<file path="config.mk">
export PLATFORM = sky130hd
export DESIGN_NAME = sha3_hps_sequencer
export DESIGN_NICKNAME = d
export VERILOG_FILES = /design/src/rtl/sha3_hps_sequencer.sv
export SDC_FILE = /design/constraint.sdc
export NUM_CORES = 1
export LEC_CHECK = 0
export CORE_AREA = 2 2 458 460
export DETAILED_ROUTE_END_ITERATION = 8
export DIE_AREA = 0 0 460 462
export GPL_TIMING_DRIVEN = 0
export MAX_ROUTING_LAYER = met4
export PLACE_DENSITY = 0.41
export SYNTH_ARGS = -nofsm -noshare
export SYNTH_HDL_FRONTEND = slang
export SYNTH_SLANG_ARGS = --single-unit
</file>
<file path="constraint.sdc">
create_clock -name clk_clk -period 2 [get_ports clk_clk]
set_clock_uncertainty 0.05 [all_clocks]
set_input_delay 0.3 -clock clk_clk [delete_from_list [all_inputs] [get_ports clk_clk]]
set_output_delay 0.3 -clock clk_clk [all_outputs]
set_load 0.02 [all_outputs]
</file>
<file path="src/rtl/sha3_hps_sequencer.sv">
// rtl/sha3_hps_sequencer.sv - HPS flag handshake sequencer driving a SHA3 hash core
module sha3_hps_sequencer #(
    parameter int TIMEOUT_CYCLES = 4096
) (
    input  logic         clk_clk,
    input  logic         reset_reset,
    input  logic [31:0]  sha_in0,
    input  logic [31:0]  sha_in1,
    input  logic [31:0]  sha_in2,
    input  logic [31:0]  sha_in3,
    input  logic [31:0]  sha_in4,
    input  logic [31:0]  sha_in5,
    input  logic [31:0]  sha_in6,
    input  logic [31:0]  sha_in7,
    input  logic [31:0]  round_const0,
    input  logic [31:0]  round_const1,
    input  logic         flag_out,
    output logic         flag_in,
    output logic [31:0]  sha_out0,
    output logic [31:0]  sha_out1,
    output logic [31:0]  sha_out2,
    output logic [31:0]  sha_out3,
    output logic [31:0]  sha_out4,
    output logic [31:0]  sha_out5,
    output logic [31:0]  sha_out6,
    output logic [31:0]  sha_out7,
    output logic [255:0] core_block,
    output logic [63:0]  core_rc,
    output logic         core_start,
    input  logic         core_done,
    input  logic [255:0] core_digest,
    output logic         err,
    output logic [15:0]  op_count
);

    localparam logic [1:0] S_IDLE  = 2'd0;
    localparam logic [1:0] S_START = 2'd1;
    localparam logic [1:0] S_RUN   = 2'd2;
    localparam logic [1:0] S_DONE  = 2'd3;

    // Counter only needs to reach TIMEOUT_CYCLES-1.
    localparam int CW = (TIMEOUT_CYCLES > 1) ? $clog2(TIMEOUT_CYCLES) : 1;
    localparam logic [CW-1:0] TO_LAST = CW'(TIMEOUT_CYCLES - 1);

    logic [1:0]    state_q, state_d;
    logic          flag_q;
    logic          flag_in_q, flag_in_d;
    logic          start_q, start_d;
    logic          err_q, err_d;
    logic [15:0]   op_q, op_d;
    logic [255:0]  dig_q, dig_d;
    logic [255:0]  blk_q, blk_d;
    logic [63:0]   rc_q, rc_d;
    logic [CW-1:0] cnt_q, cnt_d;
    logic          req;

    // A request is a rising level on flag_out; flag_q resets high so a level
    // already present at reset release is not mistaken for a new request.
    assign req = flag_out & ~flag_q;

    // Next-state and datapath decisions for the handshake FSM.
    always_comb begin
        state_d   = state_q;
        flag_in_d = flag_in_q;
        start_d   = 1'b0;
        err_d     = err_q;
        op_d      = op_q;
        dig_d     = dig_q;
        blk_d     = blk_q;
        rc_d      = rc_q;
        cnt_d     = cnt_q;
        case (state_q)
            S_IDLE: begin
                if (req) begin
                    blk_d   = {sha_in7, sha_in6, sha_in5, sha_in4,
                               sha_in3, sha_in2, sha_in1, sha_in0};
                    rc_d    = {round_const1, round_const0};
                    state_d = S_START;
                end
            end
            S_START: begin
                start_d = 1'b1;
                cnt_d   = '0;
                state_d = S_RUN;
            end
            S_RUN: begin
                // core_done wins over a timeout landing in the same cycle.
                if (core_done) begin
                    dig_d     = core_digest;
                    flag_in_d = 1'b1;
                    op_d      = op_q + 16'd1;
                    state_d   = S_DONE;
                end else if (cnt_q == TO_LAST) begin
                    dig_d     = '0;
                    err_d     = 1'b1;
                    flag_in_d = 1'b1;
                    state_d   = S_DONE;
                end else begin
                    cnt_d = cnt_q + 1'b1;
                end
            end
            S_DONE: begin
                if (!flag_out) begin
                    flag_in_d = 1'b0;
                    state_d   = S_IDLE;
                end
            end
            default: state_d = S_IDLE;
        endcase
    end

    // State and output registers with synchronous active-high reset.
    always_ff @(posedge clk_clk) begin
        if (reset_reset) begin
            state_q   <= S_IDLE;
            flag_q    <= 1'b1;
            flag_in_q <= 1'b0;
            start_q   <= 1'b0;
            err_q     <= 1'b0;
            op_q      <= '0;
            dig_q     <= '0;
            blk_q     <= '0;
            rc_q      <= '0;
            cnt_q     <= '0;
        end else begin
            state_q   <= state_d;
            flag_q    <= flag_out;
            flag_in_q <= flag_in_d;
            start_q   <= start_d;
            err_q     <= err_d;
            op_q      <= op_d;
            dig_q     <= dig_d;
            blk_q     <= blk_d;
            rc_q      <= rc_d;
            cnt_q     <= cnt_d;
        end
    end

    assign flag_in    = flag_in_q;
    assign core_start = start_q;
    assign err        = err_q;
    assign op_count   = op_q;
    assign core_block = blk_q;
    assign core_rc    = rc_q;
    assign sha_out0   = dig_q[31:0];
    assign sha_out1   = dig_q[63:32];
    assign sha_out2   = dig_q[95:64];
    assign sha_out3   = dig_q[127:96];
    assign sha_out4   = dig_q[159:128];
    assign sha_out5   = dig_q[191:160];
    assign sha_out6   = dig_q[223:192];
    assign sha_out7   = dig_q[255:224];

endmodule

</file>
==> results.toml <==
[status]
status = "finished with violations"
violations = "negative setup slack"

[timing]
min_period_ns = 2.144
hold_ws_ns = 0.08728
rsz0062_at_grt = "yes"
hold_violations = 0
setup_ws_ns = -0.1443
slew_headroom_pct = 30.11
setup_viol = 198
min_period_over_period_pct = 107.2
drv_slew = 0
tightest_slew_ns = 1.048
tns_ns = -14.94
fmax_mhz = 466.3

[cells_and_area]
final_util_pct = 19.02
syn_to_final_growth_pct = 94.83
finalNetCount = 4049
drive_above_1_share_pct = 11.01

[floorplanning]
die_area_sq_um = 212500
die_x_microns = 460
start_util_pct = 9.763
die_h_microns = 462
ioPinCount = 1175
rows = 168
core_sq_um = 208100

[power]
clkPwrFrac_pct = 41.0
p_int_uw = 26330
p_leak_uw = 0.01638
swShare_pct = 30.84
p_per_area_nw_per_um2 = 961.8
p_comb_share_pct = 22.8
p_total_uw = 38070
peakVddDrop_v = 0.0006077
p_sw_uw = 11740
power_frac_seq_pct = 36.2

[placement]
portBuffers = 1172
pre_cts_slack_ns = -1.886
routabilityCongestion = 0.8844
dp_hpwl_microns = 127600

[global_route]
grt_max_degree = 14
grt_pass1_wl_microns = 198400
grt_pass1_vias = 21630
grt_usage_pct = 14.28
grt_overflow = 0
antenna_found_initial = 70

[synth]
synthArstFlopShare_pct = 0
ys_ff_latch = 610
synth_top_area_share_pct = 60.11
netlist.top_cell.by_area = "dfxtp_1"
yosys-top-cells-area = "dfxtp_1 60%, nand2_1 12%, a22o_1 11%, a21oi_1 8.3%, clkbuf_1 2.5%"
synth_edf_count = 0
ys.flop_type = "dfxtp_1"
yosys-top-cells-count = "655 x nand2_1, 610 x dfxtp_1, 337 x a21oi_1"
syn_area_per_cell_sq_um = 9.432
ys_seq_area_share_pct = 60.11
netlist-cell-type-count = 44
syn_area_sq_um = 20320
yosys.cell_count.top_type = "nand2_1"
syn-num-nets = 2741
syn-instance-count = 2154
yosys_warnings = 0

[cts]
numCtsBuffers = 79
htree_levels = 3
cts.path.max_buffers = 3
cts.sinks = 610
cts.clk_slew.worst_paths_ns = 0.06
cts_tree = "built"
insertion_delay_ns = 0.70
root_buffer = "clkbuf_16"

[worst_setup_path]
r2r_slack_ns = -0.14
worst_r2r_startpoint = "cnt_q[0]$_SDFFE_PP0P_"
endpoint_kind = "flop"
crit_path_frequent_cell = "buf_12"
r2r_end = "dig_q[194]$_SDFFE_PP0P_"
worst-path-buf-inv = 4
crit_chain = "ha_4, nand3_4, or3_4, buf_12, o2bb2ai_4, buf_12, buf_12, buf_8, a22o_1"
worstPathArrival_ns = 2.71
crit_slowest_cell = "or3_4"
worstPathRequired_ns = 2.56
critical_path.max_fanout = 5
crit_path_start_kind = "flop"
ff2ff_path_depth = 9
crit_type = "flop to flop"
crit_family = "buffers and inverters"
cp_slowest_stage_delay_ns = 0.41

[routing]
totalWireLength_microns = 154100
vias_per_cell = 3.438
drtIter0Drc = 1029
wl_per_cell_microns = 24.50
via_count = 21630
drtPass1Iterations = 5
ant_nets = 0
post-route-drc-count = 0

[worst_hold_path]
worstHoldPathCells = 3
holdPathEnd = "core_block[73]$_SDFFE_PP0P_"
hold_path_class = "input port to flop"
hp-start = "sha_in2[9]"

[job]
maxCapViolCount = 0
-- layout make-up --
type / instances / area [sq um]
tap: 2720 / 3403
sequential: 610 / 12230
fill: 23310 / 168500
buffer: 168 / 1448
multi-input combinational: 1370 / 7360
inverter: 5 / 18.77
clock buffer: 112 / 2281
timing repair buffer: 1228 / 12190
antenna: 47 / 117.6
clock inverter: 30 / 543.0
-- per-layer routing --
metal  track usage (%)  wire length [microns]  vias up
li1                  -                      -    10170
met1             13.79                  54830    10260
met2             25.35                  78530     1021
met3             6.564                  16340      175
met4             4.357                   4382        0
met5                 -                      0        -
-- power groups by stage --
stage / Sequential [uW] / Combinational [uW] / Clock, uW
floorplan: 15100 / 2100 / 0
global placement: 14000 / 8270 / 0
detailed placement: 14000 / 8270 / 0
CTS: 13800 / 8700 / 16200
global route: 13900 / 9210 / 16600
finish: 13800 / 8680 / 15600
-- worst reg2reg max path: stages (launching register included) --
cell       delay (ns)
dfxtp_4          0.37
ha_4             0.15
nand3_4          0.07
or3_4            0.41
buf_12           0.15
o2bb2ai_4        0.19
buf_12           0.22
buf_12           0.14
buf_8            0.12
a22o_1           0.19
-- worst max-delay path by stage --
stage | start | slack, ns | endpoint | depth (start not counted)
floorplan | cnt_q[0]$_SDFFE_PP0P_ | 0.14 | dig_q[0]$_SDFFE_PP0P_ | 7
global placement | flag_out | -2.42 | core_block[212]$_SDFFE_PP0P_ | 7
detailed placement | reset_reset | -1.89 | dig_q[33]$_SDFFE_PP0P_ | 5
CTS | cnt_q[1]$_SDFFE_PP0P_ | -0.24 | dig_q[0]$_SDFFE_PP0P_ | 8
global route | cnt_q[0]$_SDFFE_PP0P_ | -0.21 | dig_q[70]$_SDFFE_PP0P_ | 8
finish | cnt_q[0]$_SDFFE_PP0P_ | -0.14 | dig_q[194]$_SDFFE_PP0P_ | 9
-- sequential cells by signal (all words and copies together) (netlist names) --
register,cells
core_block,256
dig_q,256
core_rc,64
op_count,16
cnt_q,12
state_q,2
core_start,1
err,1
flag_in,1
flag_q,1
-- logic make-up (layout without fill, tap and decap cells) --
| family | Yosys count | after routing | share of synthesized area (%) |
|---|---|---|---|
| mux | 2 | 2 | 0.1108 |
| other cells | 0 | 47 | 0 |
| flops | 610 | 610 | 60.11 |
| xor+xnor | 10 | 10 | 0.4311 |
| simple gates | 734 | 734 | 14.43 |
| compound gates | 616 | 617 | 20.25 |
| fa+ha+maj | 7 | 7 | 0.4311 |
| buf+inv | 175 | 1543 | 4.243 |
-- through the flow --
stage / std cells / instance area, sq um
final: 6290 / 39580
after global routing: 6284 / 39570
after CTS: 6230 / 39130
after detailed placement: 6047 / 35480
after global placement: 6046 / 35450
after floorplan: 2154 / 20320
-- placed cells by master (no fill, tap or decap), types with 8 or more instances in the layout --
master           instances
buf_16                  18
diode_2                 47
clkbuf_1                53
buf_12                  22
nand3_1                 11
clkdlybuf4s50_1        577
buf_2                   12
clkbuf_2                35
buf_8                   16
clkinv_2                 9
dfxtp_1                601
bufinv_16               10
dlygate4sd2_1          524
clkbuf_8                33
clkdlybuf4s15_2         45
a21oi_1                337
buf_4                   21
nand2_1                654
nor2_1                  18
clkbuf_16               91
xor2_1                   8
clkbuf_4                27
a22o_1                 256
clkdlybuf4s15_1         20
-- timing repair --
action,4_1_cts,5_1_grt
hold endpoints to repair,9,0
pin swaps,7,5
setup buffers,16,7
setup endpoints to repair,1198,593
cloned,21,9
hold buffers,6,0
gates resized for setup,957,92
(Power assumes the default switching activity.)
